==> src/rtl/cpu_seq_ctrl.sv <==
// Multi-cycle FETCH/DECODE/EXEC/WB control sequencer for the RV64 core datapath.
// Owns the PC and instruction register; stops on ebreak (halt) or on error (trap).
//
// state  | meaning
// -------+-----------------------------------------------------------
// IDLE   | one-cycle pause after reset before the first fetch
// FETCH  | imem_req high, waiting for imem_valid (bounded by TIMEOUT)
// DECODE | classify inst: legal op, ebreak or illegal
// EXEC   | ALU operates with the registered exu_ctr
// WB     | register write (unless rd=x0), PC += 4, retire count += 1
// HALT   | ebreak reached, absorbing until rst
// TRAP   | fetch timeout or illegal instruction, absorbing until rst
module cpu_seq_ctrl #(
  parameter int unsigned     XLEN     = 64,
  parameter logic [XLEN-1:0] RESET_PC = 64'h0000_0000_8000_0000,
  parameter int unsigned     TIMEOUT  = 16
) (
  input  logic            clk,
  input  logic            rst,
  output logic            imem_req,
  output logic [XLEN-1:0] imem_addr,
  input  logic            imem_valid,
  input  logic [31:0]     imem_rdata,
  output logic [31:0]     inst,
  output logic [XLEN-1:0] pc_out,
  output logic [3:0]      exu_ctr,
  output logic            regWr,
  output logic [2:0]      state,
  output logic            halt,
  output logic            trap,
  output logic [1:0]      trap_cause,
  output logic [63:0]     retired
);

  localparam int unsigned CNT_W = (TIMEOUT > 2) ? $clog2(TIMEOUT) : 1;
  localparam logic [CNT_W-1:0] WAIT_LAST = CNT_W'(TIMEOUT - 1);

  localparam logic [31:0] EBREAK   = 32'h0010_0073;
  localparam logic [6:0]  OP_IMM   = 7'b0010011;
  localparam logic [6:0]  OP_REG   = 7'b0110011;
  localparam logic [6:0]  OP_LUI   = 7'b0110111;
  localparam logic [6:0]  F7_ZERO  = 7'b0000000;
  localparam logic [6:0]  F7_SUB   = 7'b0100000;

  localparam logic [3:0]  CTR_ADD  = 4'b0000;
  localparam logic [3:0]  CTR_SUB  = 4'b1000;
  localparam logic [3:0]  CTR_PASS = 4'b0011;

  localparam logic [1:0]  CAUSE_TIMEOUT = 2'd1;
  localparam logic [1:0]  CAUSE_ILLEGAL = 2'd2;

  typedef enum logic [2:0] {
    S_IDLE   = 3'd0,
    S_FETCH  = 3'd1,
    S_DECODE = 3'd2,
    S_EXEC   = 3'd3,
    S_WB     = 3'd4,
    S_HALT   = 3'd5,
    S_TRAP   = 3'd6
  } state_t;

  state_t            state_q;
  state_t            state_d;
  logic [CNT_W-1:0]  wait_cnt;
  logic [XLEN-1:0]   pc_q;
  logic [31:0]       inst_q;
  logic [3:0]        exu_ctr_q;
  logic [63:0]       retired_q;
  logic              halt_q;
  logic              trap_q;
  logic [1:0]        trap_cause_q;

  logic              dec_ebreak;
  logic              dec_legal;
  logic [3:0]        dec_ctr;
  logic              fetch_expired;

  // Instruction classification, evaluated on the latched instruction word.
  always_comb begin
    dec_ebreak = (inst_q == EBREAK);
    dec_legal  = 1'b0;
    dec_ctr    = CTR_ADD;
    case (inst_q[6:0])
      OP_IMM: begin
        dec_legal = (inst_q[14:12] == 3'b000);
      end
      OP_REG: begin
        if (inst_q[14:12] == 3'b000 && inst_q[31:25] == F7_ZERO) begin
          dec_legal = 1'b1;
        end else if (inst_q[14:12] == 3'b000 && inst_q[31:25] == F7_SUB) begin
          dec_legal = 1'b1;
          dec_ctr   = CTR_SUB;
        end
      end
      OP_LUI: begin
        dec_legal = 1'b1;
        dec_ctr   = CTR_PASS;
      end
      default: begin
        dec_legal = 1'b0;
      end
    endcase
  end

  assign fetch_expired = !imem_valid && (wait_cnt == WAIT_LAST);

  always_ff @(posedge clk) begin
    if (rst) begin
      state_q <= S_IDLE;
    end else begin
      state_q <= state_d;
    end
  end

  always_comb begin
    state_d = state_q;
    case (state_q)
      S_IDLE:   state_d = S_FETCH;
      S_FETCH: begin
        if (imem_valid) begin
          state_d = S_DECODE;
        end else if (fetch_expired) begin
          state_d = S_TRAP;
        end
      end
      S_DECODE: begin
        if (dec_ebreak) begin
          state_d = S_HALT;
        end else if (!dec_legal) begin
          state_d = S_TRAP;
        end else begin
          state_d = S_EXEC;
        end
      end
      S_EXEC:   state_d = S_WB;
      S_WB:     state_d = S_FETCH;
      S_HALT:   state_d = S_HALT;
      S_TRAP:   state_d = S_TRAP;
      default:  state_d = S_IDLE;
    endcase
  end

  always_comb begin
    imem_req = (state_q == S_FETCH);
    regWr    = (state_q == S_WB) && (inst_q[11:7] != 5'd0);
  end

  // Datapath registers; only the states listed here change anything.
  always_ff @(posedge clk) begin
    if (rst) begin
      wait_cnt     <= '0;
      pc_q         <= RESET_PC;
      inst_q       <= '0;
      exu_ctr_q    <= '0;
      retired_q    <= '0;
      halt_q       <= 1'b0;
      trap_q       <= 1'b0;
      trap_cause_q <= '0;
    end else begin
      case (state_q)
        S_FETCH: begin
          if (imem_valid) begin
            inst_q   <= imem_rdata;
            wait_cnt <= '0;
          end else if (fetch_expired) begin
            wait_cnt     <= '0;
            trap_q       <= 1'b1;
            trap_cause_q <= CAUSE_TIMEOUT;
          end else begin
            wait_cnt <= wait_cnt + 1'b1;
          end
        end
        S_DECODE: begin
          if (dec_ebreak) begin
            halt_q <= 1'b1;
          end else if (!dec_legal) begin
            trap_q       <= 1'b1;
            trap_cause_q <= CAUSE_ILLEGAL;
          end else begin
            exu_ctr_q <= dec_ctr;
          end
        end
        S_WB: begin
          pc_q      <= pc_q + XLEN'(4);
          retired_q <= retired_q + 64'd1;
        end
        default: begin
        end
      endcase
    end
  end

  assign state      = state_q;
  assign pc_out     = pc_q;
  assign imem_addr  = pc_q;
  assign inst       = inst_q;
  assign exu_ctr    = exu_ctr_q;
  assign retired    = retired_q;
  assign halt       = halt_q;
  assign trap       = trap_q;
  assign trap_cause = trap_cause_q;

endmodule

==> config.mk <==
export PLATFORM = sky130hd
export DESIGN_NAME = cpu_seq_ctrl
export DESIGN_NICKNAME = d
export VERILOG_FILES = /design/src/rtl/cpu_seq_ctrl.sv
export SDC_FILE = /design/constraint.sdc
export NUM_CORES = 1
export LEC_CHECK = 0
export ABC_AREA = 1
export CAP_MARGIN = 10
export CORE_ASPECT_RATIO = 0.5
export CORE_UTILIZATION = 29
export DETAILED_ROUTE_END_ITERATION = 16
export GPL_TIMING_DRIVEN = 0
export MAX_ROUTING_LAYER = met4
export SYNTH_ARGS = -nofsm -noshare
export SYNTH_HDL_FRONTEND = slang
export SYNTH_SLANG_ARGS = --single-unit
export TNS_END_PERCENT = 100
==> constraint.sdc <==
create_clock -name clk -period 2.1 [get_ports clk]
set_input_delay 0.42 -clock clk [delete_from_list [all_inputs] [get_ports clk]]
set_output_delay 0.42 -clock clk [all_outputs]
set_load 0.01 [all_outputs]
# After elaboration in Yosys (flattened, before gate mapping)
# Index checks and enable logic that the tools add are counted.
[classes] n_addsub=3 eq_ne=17 mux=23 bitwise_logic=1 n_reduce_logical=15
[ops] cell="64-bit by 1-bit adder with 64-bit output, second input constant" n=1
[ops] cell="64-bit by 3-bit adder with 64-bit output, second input constant" n=1
[ops] cell="32-bit by 21-bit equality test with 1-bit output, second input constant" n=1
[ops] cell="7-bit by 6-bit equality test with 1-bit output, second input constant" n=3
[ops] cell="3-bit case mux with 6 select lines" n=1
[ops] cell="4-bit two-way mux" n=4
[ops] cell="3-bit two-way mux" n=4
[ops] cell="3-bit equality test, second input constant" n=3
[ops] cell="2-bit two-way mux" n=4
[ops] cell="4-bit case mux with 2 select lines" n=1
[ops] cell="7-bit by 5-bit equality test with 1-bit output, second input constant" n=1
[ops] cell="7-bit logical NOT" n=1
[ops] cell="3-bit by 2-bit equality test with 1-bit output, second input constant" n=2
[ops] cell="3-bit logical NOT" n=2
[ops] cell="1-bit two-way mux" n=6
[ops] cell="2-bit inequality test, second input constant" n=3
[ops] cell="5-bit AND reduction" n=1
[ops] cell="5-bit nonzero test" n=1
[ops] cell="4-bit by 1-bit adder with 4-bit output, second input constant" n=1
[ops] cell="4-bit equality test, second input constant" n=1
[ops] cell="1-bit logical AND" n=4
[ops] cell="2-bit case mux with 2 select lines" n=1
[ops] cell="2-bit AND reduction" n=2
[ops] cell="3-bit by 1-bit equality test with 1-bit output, second input constant" n=1
[ops] cell="9 further kinds" n=9
[word_totals] register_bits=175 elab_cells=68

# Logic depth before layout (Yosys ltp)
[logic_depth] depth_word=8 mapped_depth=12

# Worst setup path after synthesis
# OpenSTA, ideal clock, no wires.
[synth_path] path_type="register -> register" startpoint="reg pc_q[3] (netlist: imem_addr[3])" endpoint="reg pc_q[48] (netlist: imem_addr[48])" arrival_ps=1583 required_time_ps=1987 path_slack_ps=404 stages_incl_launch_ff=13 n_path_buf=0 path_cell_list="dfxtp_1 > ha_1 > inv_1 > nor2_4 > nand2_2 > nor2_2 > nand2_1 > nor2_4 > inv_2 > nor2_1 > nand2_1 > nand2_1 > nor2_1"
[synth_between] elab_chain_cells=1
[synth_lines] item="start: declaration" line_no="65" rtl="logic [XLEN-1:0] pc_q;"
[synth_lines] item="start signal: assignment" line_no="184" rtl="pc_q <= pc_q + XLEN'(4);"
[synth_lines] item="64-bit by 3-bit adder with 64-bit output" line_no="184"
# Every way passes these cells.
# A chain may end at the register's enable or synchronous reset.

# Final worst setup path
[layout_path] startpoint="reg pc_q[36] (netlist: imem_addr[36])" endpoint="out pc_out[36]"
[layout_rtl] item="end: declaration" line_no="25" rtl="output logic [XLEN-1:0] pc_out,"
# No word-level cell between the ends.

==> results.yml <==
yosys:
  synth-seq-cells: 171
  synth_cells: 1552
  yosysSeqAreaShare_pct: 35.2
  yosys_warnings: 0
  synth.top_cell.area_share_pct: 35.2
  yosys.cell_types.count: 40
  yosysTopAreaCell: "dfxtp_1"
  synth_edf_count: 0
  synth_area_sq_um: 9740
  synth_flop_cell: "dfxtp_1"
  synth.avg_cell_area_sq_um: 6.27
  async_reset_ff_share_pct: 0
  synth_area_leaders: "dfxtp_1 35%, nand2_1 14%, nor2_1 13%"
floorplanning:
  die_h_um: 132
  die-area_sq_um: 34400
  fp.dieW_um: 261
  ios: 272
  rows: 47
  core_sq_um: 33000
  start_util_pct: 29.5
sta:
  drv_slew: 0
  tightest_slew_ns: 0.804
  hold_viol: 0
  period_share_pct: 99.0
  skew_ns: 0.00932
  setup_tns_ns: 0
  rsz0062_at_grt: "yes"
  setup_viol: 0
  fin_crit_ns: 2.08
  slew_headroom_pct: 46.4
  max_freq_mhz: 481
setup_path:
  critical_path_class: "reg2out"
  crit_chain: "buf_4 > clkdlybuf4s50_1"
  rr_endpoint: "imem_addr[58]"
  worstPathMaxFanout: 6
  cp-start-kind: "flop"
  worst_ep_required_time_ns: 1.68
  end_kind: "output port"
  rr_worst_depth: 12
  crit_buf_inv: 2
  crit_path_top_delay_cell: "clkdlybuf4s50_1"
  cp_top_family: "buffers and inverters"
  max_stage_delay_ns: 0.52
  reg2reg_slack_ns: 0.11
  regToRegStartpoint: "state[1]"
  crit_arrival_ns: 1.66
power:
  p_seq_share_pct: 42.9
  p_leak_nw: 5.15
  ir_drop_mv: 0.540
  switchingPower_mw: 2.26
  p_int_mw: 6.02
  powerDensity_nw_per_um2: 600
  clkPwrFrac_pct: 41.7
  combPwrFrac_pct: 15.4
  switching_share_pct: 27.3
worst_hold_path:
  hp-start: "trap"
  hp-class: "reg2reg"
  worstHoldPathCells: 2
  whs_endpoint: "trap"
place:
  hpwl_um: 27800
  io_buffers: 266
  place.gp.congestion: 0.910
  place_area_sq_um: 13000
clock_network:
  cts_hold_buf: 0
  cts_buffer_depth: 2
  clock_latency_ns: 0.46
  cts-htree-levels: 4
  cts_sinks: 171
  root_buffer: "clkbuf_16"
  cts_buffers: 17
  cts_tree: "done"
  clk_pin_slew_ns: 0.07
finish:
  n_antenna_cell: 0
  drive_gt1_share_pct: 10.1
  fin_nets: 1886
  area_growth_syn_to_layout_pct: 41.8
  postLayoutCellArea_sq_um: 13800
  n_fill_cell: 3528
routing:
  wl_per_cell_um: 15.2
  ant_nets: 0
  viasPerCell: 4.63
  firstDrtPassIters: 7
  drtIter0Drc: 849
  num_vias: 10667
  drc_errors: 0
  postRouteWirelength_um: 35000
grt:
  grtUsageTotal_pct: 20.9
  antenna_found_initial: 0
  grt_first_pass_wirelength_um: 53900
  grt-ovfl-total: 0
  grt_max_degree: 17
  grt_pass1_vias: 9581
outcome:
  status: "complete, no violations"
flow_run:
  max_cap_violations: 0
-- layout make-up --
class	count	area (sq um)	share of cell area (%)
multi-input cells	1117	5160	37.4
flip-flops and latches	171	3440	25.0
repair buffers	273	2720	19.7
inverters	172	654	4.74
plain buffers	96	648	4.69
well taps	441	552	4.00
clock buffers	21	460	3.34
clock inverters	11	168	1.21
-- tightest hold or removal path, stage by stage, from the launching register on --
cell     delay [ns]
dfxtp_1        0.32
inv_1          0.05
a21oi_1        0.05
-- cells by family after synthesis --
family / count (synthesis) / synth area share, %
adder cells (fa/ha/maj): 3 / 0.386
buffers and inverters: 268 / 13.0
other: 1 / 0.0385
flip-flops: 171 / 35.2
AND/OR/NAND/NOR: 905 / 39.4
XOR/XNOR: 26 / 2.34
AO/OA/AOI/OAI: 178 / 9.69
-- timing repair --
action | CTS | global route
endpoints found under the hold margin | 0 | 0
gates resized for setup | 19 | 47
pin swaps | 2 | 4
endpoints found under the setup margin | 13 | 64
buffers inserted | 1 | 6
-- registers in the layout (all words and copies together), names as in the netlist --
register and cells:
state 3, trap_cause 2, inst 32, retired 64, imem_addr 62, wait_cnt 4
trap 1, exu_ctr 2, halt 1
-- cell usage in the layout (no fill, tap or decap), types with 4 or more instances in the layout --
cell,count
nand3_2,6
nor4_1,6
dfxtp_1,156
nand2_2,9
nand4_1,33
and2_1,4
nor2_4,14
clkbuf_1,20
o21a_1,9
nor2_2,13
nand2_1,370
a21oi_1,74
nand3_1,88
o21ai_0,81
buf_4,74
inv_2,5
clkbuf_16,18
conb_1,5
clkbuf_2,9
bufinv_16,4
xor2_1,14
xnor2_1,12
inv_1,165
nor3_1,25
clkdlybuf4s50_1,264
dfxtp_2,14
nor2_1,326
clkinv_2,4
a31oi_1,6
-- cell usage after synthesis (all sizes together) (2+ instances only) --
library cell and instances:
nand3 94, buf 71, clkinv 2, nand2 381
ha 3, xor2 14, o21ai 81, and3 2
a21o 2, dfxtp 171, inv 170, nand4 33
nor4 6, nor3 28, o21bai 2, nor3b 2
o21a 9, a21oi 74, and2 4, xnor2 12
a31oi 6, clkbuf 25, nor2 354
-- worst max-delay path by stage --
stage,start,endpoint,cells past startpoint
finish,imem_addr[36],pc_out[36],2
global route,state[1],imem_addr[62],12
global placement,rst,retired[11],6
floorplan,imem_addr[3],imem_addr[48],12
CTS,state[0],regWr,7
detailed placement,rst,inst[0],6
-- through the flow --
step	cells	total power, mW	worst slack [ns]	utilization, %	hold slack (ns)
2_1_floorplan	1556	4.20	0.404	-	0.445
3_3_place_gp	2263	4.83	-0.506	39.2	0.444
3_5_place_dp	2263	4.84	-0.548	39.2	0.445
4_1_cts	2296	8.31	0.000837	41.3	0.458
5_1_grt	2302	8.60	-0.0437	41.8	0.491
6_report	2302	8.28	0.0216	41.8	0.460
-- metal layers --
layer	up-vias	track usage [%]	routed length, um
met3	46	3.36	1580
li1	5455	-	-
met2	267	33.9	16700
met1	4899	26.6	16000
met5	-	-	0
met4	0	5.98	748
-- power groups by stage --
stage / Combinational, mW / Clock (mW) / Sequential [mW]
2_1_floorplan: 0.548 / 0 / 3.65
3_3_place_gp: 1.22 / 0 / 3.61
3_5_place_dp: 1.22 / 0 / 3.61
4_1_cts: 1.25 / 3.51 / 3.55
5_1_grt: 1.40 / 3.64 / 3.56
6_report: 1.28 / 3.46 / 3.55
(Power assumes the default switching activity.)
